===== config.mk =====
export PLATFORM = sky130hd
export DESIGN_NAME = hazard_forward_ctrl
export DESIGN_NICKNAME = d
export VERILOG_FILES = /design/src/rtl/hazard_forward_ctrl.sv
export SDC_FILE = /design/constraint.sdc
export NUM_CORES = 1
export LEC_CHECK = 0
export CAP_MARGIN = 20
export CORE_MARGIN = 2
export CORE_UTILIZATION = 25
export DETAILED_ROUTE_END_ITERATION = 16
export GPL_ROUTABILITY_DRIVEN = 0
export GPL_TIMING_DRIVEN = 1
export SLEW_MARGIN = 15
export SYNTH_ARGS = -nofsm -noshare
export SYNTH_HDL_FRONTEND = slang
export SYNTH_SLANG_ARGS = --single-unit
export TNS_END_PERCENT = 5

===== constraint.sdc =====
create_clock -name clk -period 2 [get_ports clk]
set_clock_uncertainty 0.15 [all_clocks]
set_input_delay 0.2 -clock clk [delete_from_list [all_inputs] [get_ports clk]]
set_output_delay 0.2 -clock clk [all_outputs]
set_load 0.01 [all_outputs]

===== src/rtl/hazard_forward_ctrl.sv =====
// Hazard/forwarding controller for the 5-stage core: EX operand forwarding, load-use bubble,
// branch flush and memBusy freeze. Define HAZARD_PERF_EN to add saturating performance counters.
module hazard_forward_ctrl #(
  parameter int REG_ADDR_W = 5,
  parameter int PERF_CNT_W = 32
) (
  input  logic                  clk,
  input  logic                  reset,
  input  logic [REG_ADDR_W-1:0] decodeRs1,
  input  logic [REG_ADDR_W-1:0] decodeRs2,
  input  logic                  decodeUseRs1,
  input  logic                  decodeUseRs2,
  input  logic [REG_ADDR_W-1:0] decodeRd,
  input  logic                  decodeRegWrite,
  input  logic                  decodeMemRead,
  input  logic                  branchTaken,
  input  logic                  memBusy,
  output logic [1:0]            forwardSelect1,
  output logic [1:0]            forwardSelect2,
  output logic                  stallFetch,
  output logic                  stallDecode,
  output logic                  bubbleExecute,
  output logic                  flushDecode,
  output logic                  freezeBackend
`ifdef HAZARD_PERF_EN
  ,
  output logic [PERF_CNT_W-1:0] loadStallCount,
  output logic [PERF_CNT_W-1:0] flushCount,
  output logic [PERF_CNT_W-1:0] memStallCount
`endif
);

  typedef enum logic [1:0] {RUN, LDSTALL, MEMWAIT} state_t;

  state_t                  state;
  logic [REG_ADDR_W-1:0]   idex_rd, idex_rs1, idex_rs2;
  logic                    idex_reg_write, idex_mem_read;
  logic [REG_ADDR_W-1:0]   exmem_rd, memwb_rd;
  logic                    exmem_reg_write, memwb_reg_write;

  logic                    load_use;
  logic                    load_stall;
  logic                    flush;

  // EX/MEM is the younger producer, so it takes precedence over MEM/WB.
  function automatic logic [1:0] fwd_sel(
    input logic [REG_ADDR_W-1:0] rs,
    input logic [REG_ADDR_W-1:0] em_rd,
    input logic                  em_wr,
    input logic [REG_ADDR_W-1:0] mw_rd,
    input logic                  mw_wr
  );
    if (em_wr && (em_rd != '0) && (em_rd == rs))      return 2'b01;
    else if (mw_wr && (mw_rd != '0) && (mw_rd == rs)) return 2'b10;
    else                                              return 2'b00;
  endfunction

  assign load_use = idex_mem_read && (idex_rd != '0) &&
                    ((decodeUseRs1 && (idex_rd == decodeRs1)) ||
                     (decodeUseRs2 && (idex_rd == decodeRs2)));

  // A taken branch kills the ID instruction, so its load-use hazard is irrelevant.
  assign flush      = !memBusy && branchTaken;
  assign load_stall = !memBusy && !branchTaken && load_use && (state != LDSTALL);

  always_comb begin
    // NOTE: every output gets a default first so no path through this block infers a latch.
    forwardSelect1 = 2'b00;
    forwardSelect2 = 2'b00;
    stallFetch     = 1'b0;
    stallDecode    = 1'b0;
    bubbleExecute  = 1'b0;
    flushDecode    = 1'b0;
    freezeBackend  = 1'b0;
    if (!reset) begin
      forwardSelect1 = fwd_sel(idex_rs1, exmem_rd, exmem_reg_write, memwb_rd, memwb_reg_write);
      forwardSelect2 = fwd_sel(idex_rs2, exmem_rd, exmem_reg_write, memwb_rd, memwb_reg_write);
      stallFetch     = memBusy || load_stall;
      stallDecode    = memBusy || load_stall;
      bubbleExecute  = flush || load_stall;
      flushDecode    = flush;
      freezeBackend  = memBusy;
    end
  end

  always_ff @(posedge clk or posedge reset) begin
    if (reset) begin
      state           <= RUN;
      idex_rd         <= '0;
      idex_rs1        <= '0;
      idex_rs2        <= '0;
      idex_reg_write  <= 1'b0;
      idex_mem_read   <= 1'b0;
      exmem_rd        <= '0;
      exmem_reg_write <= 1'b0;
      memwb_rd        <= '0;
      memwb_reg_write <= 1'b0;
    end else if (memBusy) begin
      // Whole pipe holds; shadows stay put until memory is ready again.
      state <= MEMWAIT;
    end else begin
      // NOTE: non-blocking assignments let each stage copy its predecessor's old value in one edge.
      memwb_rd        <= exmem_rd;
      memwb_reg_write <= exmem_reg_write;
      exmem_rd        <= idex_rd;
      exmem_reg_write <= idex_reg_write;
      if (flush || load_stall) begin
        idex_rd        <= '0;
        idex_rs1       <= '0;
        idex_rs2       <= '0;
        idex_reg_write <= 1'b0;
        idex_mem_read  <= 1'b0;
      end else begin
        idex_rd        <= decodeRd;
        idex_rs1       <= decodeRs1;
        idex_rs2       <= decodeRs2;
        idex_reg_write <= decodeRegWrite;
        idex_mem_read  <= decodeMemRead;
      end
      state <= load_stall ? LDSTALL : RUN;
    end
  end

`ifdef HAZARD_PERF_EN
  always_ff @(posedge clk or posedge reset) begin
    if (reset) begin
      loadStallCount <= '0;
      flushCount     <= '0;
      memStallCount  <= '0;
    end else begin
      if (load_stall && (loadStallCount != '1)) loadStallCount <= loadStallCount + 1'b1;
      if (flush && (flushCount != '1))          flushCount     <= flushCount + 1'b1;
      if (memBusy && (memStallCount != '1))     memStallCount  <= memStallCount + 1'b1;
    end
  end
`else
  localparam int unused_perf_w = PERF_CNT_W;
`endif

endmodule


### Yosys cells after proc, flatten, opt, wreduce, memory -nomap -nowiden

Index checks and enable logic that the tools add are counted.

| word-level totals | value |
|---|---|
| flip-flop bits (word level) | 31 |
| input port bits | 23 |
| output and inout port bits | 9 |
| logic and storage cells | 56 |

| cells by class | value |
|---|---|
| eq/ne operators | 7 |
| muxes and demuxes | 17 |
| reduce and logical (&&, ||, !) cells | 22 |

Operator list:

| cell | count |
|---|---|
| $eq 5x5->1 | 6 |
| $mux 5 | 3 |
| $reduce_bool 5->1 | 3 |
| $logic_and 1x1->1 | 14 |
| $mux 2 | 7 |
| $mux 1 | 7 |
| $logic_or 1x1->1 | 3 |
| $logic_not 1->1 | 2 |
| $ne 2x1->1 const B | 1 |

### Logic depth before layout (Yosys ltp)

| depth | value |
|---|---|
| depth in word-level cells | 8 |
| mapped depth | 6 |
| depth with buffers taken out | 4 |

### Worst setup path after synthesis

Ideal clock, no wire load.

| timing | value |
|---|---|
| kind | input-to-output |
| from | input port reset |
| to | output port forwardSelect1[1] |
| arrival time | 1.962 ns |
| data required time | 1.650 ns |
| setup slack | -0.312 ns |
| cell stages on the path | 4 |
| buffers on the path | 0 |
| cell sequence | inv_1 -> o211ai_1 -> or4_1 -> nor4_1 |

| on the way | value |
|---|---|
| longest elaborated chain between the ends | 1 |

RTL lines:

| element | line | text |
|---|---|---|
| start: declaration | 8 | `input logic reset,` |
| $mux 2 | 75 | `if (!reset) begin` |
| end: declaration | 18 | `output logic [1:0] forwardSelect1,` |

No other way between the ends.

### Final worst setup path

| timing | value |
|---|---|
| from | register exmem_rd[4] |
| to | output port forwardSelect2[0] |

| on the way | value |
|---|---|
| longest elaborated chain between the ends | 5 |
| elaborated cells between the ends (all ways) | 6 |
| those cells by class | eq/ne: 1; mux: 2; reduce/logical: 3 |

RTL lines:

| element | line | text |
|---|---|---|
| start: declaration | 38 | `logic [REG_ADDR_W-1:0] exmem_rd, memwb_rd;` |
| start signal: assignment | 105 | `exmem_rd <= idex_rd;` |
| $reduce_bool 5->1 | 53 | `if (em_wr && (em_rd != '0) && (em_rd == rs)) return 2'b01;` |
| $logic_and 1x1->1 | 53 |  |
| $logic_and 1x1->1 * | 53 |  |
| $mux 2 * | 53 |  |
| $mux 2 * | 75 |  |
| end: declaration | 19 | `output logic [1:0] forwardSelect2,` |

Mark *: on every way between the ends. The rest lies on a longest branch, timed or not.

==> results.sh <==
export IMPL_hp_class="in -> async"
export IMPL_synth_seq_cells=31
export IMPL_ys_types=27
export IMPL_grtUsageTotal=0.1339
export IMPL_io_pins=32
export IMPL_num_nets_final=269
export IMPL_fillers=667
export IMPL_dominantRegCellSynth="dfrtp_1"
export IMPL_slew_headroom=0.7356
export IMPL_clk_path_buf_depth=2
export IMPL_yosys_warnings=0
export IMPL_numCtsBuffers=5
export IMPL_cp_cell_sequence="or4_4 > o21ai_4 > buf_4 > buf_4 > nor4_1 > clkdlybuf4s15_1"
export IMPL_fin_crit_ps=2214
export IMPL_synth_compound_area_frac=0.1681
export IMPL_regArea_um2=775.7
export IMPL_worstMarginPinSlew_ps=396.5
export IMPL_drt_wirelength_per_cell_um=14.46
export IMPL_overflow=0
export IMPL_path_clk_slew_ps=60
export IMPL_insertedDiodeCount=0
export IMPL_critPathKind="reg -> out"
export IMPL_p_leak_nw=1.141
export IMPL_regToRegStartpoint="idex_rd[1]"
export IMPL_htreeDepth=2
export IMPL_worst_slack_ps=-213.8
export IMPL_regToRegSetupSlack_ps=150
export IMPL_vias=1562
export IMPL_cp_num_buf_inv=3
export IMPL_worstPathRequired_ps=1650
export IMPL_cts_tree="yes"
export IMPL_grt_max_degree=32
export IMPL_drt_initial_drc_count=51
export IMPL_dieWidth_um=87.47
export IMPL_hold_buffers=0
export IMPL_via_per_inst=4.777
export IMPL_violations="setup timing"
export IMPL_stdcell_count=327
export IMPL_drc=0
export IMPL_hold_viol_final=0
export IMPL_muxShareOfSynthArea=0.07759
export IMPL_fmax_mhz=451.7
export IMPL_synth_top_family_by_area="compound AO/OA/AOI/OAI gates"
export IMPL_synth_adder_area_share=0
export IMPL_antenna_left=0
export IMPL_status="complete, but fails checks"
export IMPL_cts_num_sinks=31
export IMPL_synth_nets=191
export IMPL_num_rows=30
export IMPL_hpwl_mm=3.508
export IMPL_die_h_um=87.47
export IMPL_synth_xor_xnor_area_share=0.1509
export IMPL_critPathLaunchType="register"
export IMPL_dr_pass1_iters=4
export IMPL_maxCapViolations=0
export IMPL_core_area_um2=6756
export IMPL_ir_drop_uv=251.7
export IMPL_yosysSeqAreaShare=0.4454
export IMPL_cp_top_family="simple AND/OR/NAND/NOR gates"
export IMPL_totalWireLength_mm=4.729
export IMPL_path_common_cell="buf_4"
export IMPL_syn_to_final_growth_pct=52.08
export IMPL_dieArea_um2=7650
export IMPL_synth_edf_count=0
export IMPL_syn_area_per_cell_um2=10.37
export IMPL_rsz0062_at_grt="yes"
export IMPL_setup_viol=7
export IMPL_drive_gt1_frac=0.3603
export IMPL_power_total_mw=2.099
export IMPL_yosys_area_share_simple=0.1257
export IMPL_multi_input_area_um2=960.9
export IMPL_netlist_area_um2=1742
export IMPL_slew_violations=0
export IMPL_grt_pass1_vias=1566
export IMPL_crit_fanout=2
export IMPL_numPortBuffers=31
export IMPL_initial_utilization=0.2578
export IMPL_worstRegToRegCells=5
export IMPL_insertion_delay_ps=280
export IMPL_power_density_nw_per_um2=792.4
export IMPL_place_inst=312
export IMPL_root_buffer="clkbuf_8"
export IMPL_syn_inst=168
export IMPL_cp_arrival_ps=1860
export IMPL_crit_path_max_incr_delay_ps=550
export IMPL_r2r_end="idex_rd[1]"
export IMPL_async_flop_share=1.000
export IMPL_crit_slowest_cell="or4_4"
export IMPL_grt_pass1_wl_mm=7.783
export IMPL_antenna_found_initial=0
export IMPL_worstSetupEndpointType="output port"
export IMPL_fin_crit_sh=1.107
-- metrics by stage --
stage          setup WS (ps)  TNS, ps  cell area [µm²]  hold slack, ps    util
2_1_floorplan         -27.36   -27.36             1745          -23.71       -
3_3_place_gp          -486.8    -2245             2449           325.3  0.3624
3_5_place_dp          -500.4    -2444             2449           346.0  0.3624
4_1_cts               -238.6    -1187             2608           281.6  0.3859
5_1_grt               -293.2    -1552             2649           329.0  0.3920
6_report              -213.8    -1108             2649           256.3  0.3920
-- registers in the layout, indices dropped and copies added, names as in the netlist --
signal / flops
memwb_rd: 5
idex_rd: 5
exmem_rd: 5
idex_rs1: 5
idex_mem_read: 1
idex_reg_write: 1
exmem_reg_write: 1
memwb_reg_write: 1
idex_rs2: 5
state: 2
-- layer usage --
metal  track usage  share of wire
met3       0.03223          0.041
met5             0              0
met1        0.1836           0.49
met4       0.04196          0.015
met2        0.2080           0.46
-- worst min-delay path, stage by stage --
cell and delay [ps]:
clkdlybuf4s50_1 460, clkinvlp_4 90, buf_4 350
-- power by group --
| group | total [mW] | internal [mW] | switching [mW] |
|---|---|---|---|
| Clock | 0.635 | 0.403 | 0.232 |
| Combinational | 0.670 | 0.382 | 0.288 |
| Sequential | 0.794 | 0.718 | 0.0762 |
| Total | 2.10 | 1.50 | 0.596 |
-- synthesized netlist by cell type (all sizes together), types with 3 or more instances --
cell type / instances / area share
dfrtp: 31 / 0.45
clkbuf: 8 / 0.017
xor2: 10 / 0.050
buf: 3 / 0.013
nand2: 21 / 0.045
nor4: 4 / 0.014
a32oi: 17 / 0.085
xnor2: 20 / 0.10
mux2: 12 / 0.078
or4: 5 / 0.024
o21ai: 18 / 0.054
-- worst max-delay path by stage --
| stage | startpoint | end | cells past startpoint |
|---|---|---|---|
| 2_1_floorplan | idex_rd[0] | stallFetch | 5 |
| 3_3_place_gp | reset | forwardSelect2[1] | 6 |
| 3_5_place_dp | reset | forwardSelect2[1] | 6 |
| 4_1_cts | memwb_rd[1] | forwardSelect1[1] | 5 |
| 5_1_grt | exmem_rd[4] | forwardSelect1[1] | 5 |
| 6_report | exmem_rd[4] | forwardSelect2[0] | 6 |
-- cells by family after synthesis --
family / count (synthesis)
AOI/OAI and AO/OA: 40
xor gates and xnor gates: 30
buffers and inverters: 12
DFF: 31
muxes: 12
and+or+nand+nor: 43
-- area by class of cell --
type	count	area share
Timing Repair Buffer	82	0.2593
Sequential cell	31	0.2929
Clock buffer	6	0.03118
Clock inverter	2	0.01323
Multi-Input combinational cell	125	0.3628
Tap cell	80	0.03779
Inverter	1	0.002834
-- placed cells by master, fill, tap and decap left out, types with 2 or more instances in the layout --
master,Yosys,routed
a21o_1,2,2
a32oi_1,17,17
buf_2,0,5
buf_4,1,49
clkbuf_8,0,6
clkdlybuf4s15_1,0,2
clkdlybuf4s50_1,0,23
dfrtp_1,31,31
mux2_2,12,12
nand2_1,21,21
nand3_1,2,2
nand4_1,2,2
nor2_2,0,2
nor2b_1,2,2
nor3_1,2,2
nor4_1,4,2
nor4_2,0,2
o21ai_1,17,17
or4_1,4,2
or4_4,1,3
xnor2_1,20,19
xor2_1,10,10
-- repair_timing --
action / in CTS / in global routing
gates resized for setup: 32 / 5
setup endpoints to repair: 8 / 8
setup buffers: 5 / 2
pin swaps: 8 / 3
Note: power is estimated with default switching activity, not from simulation.
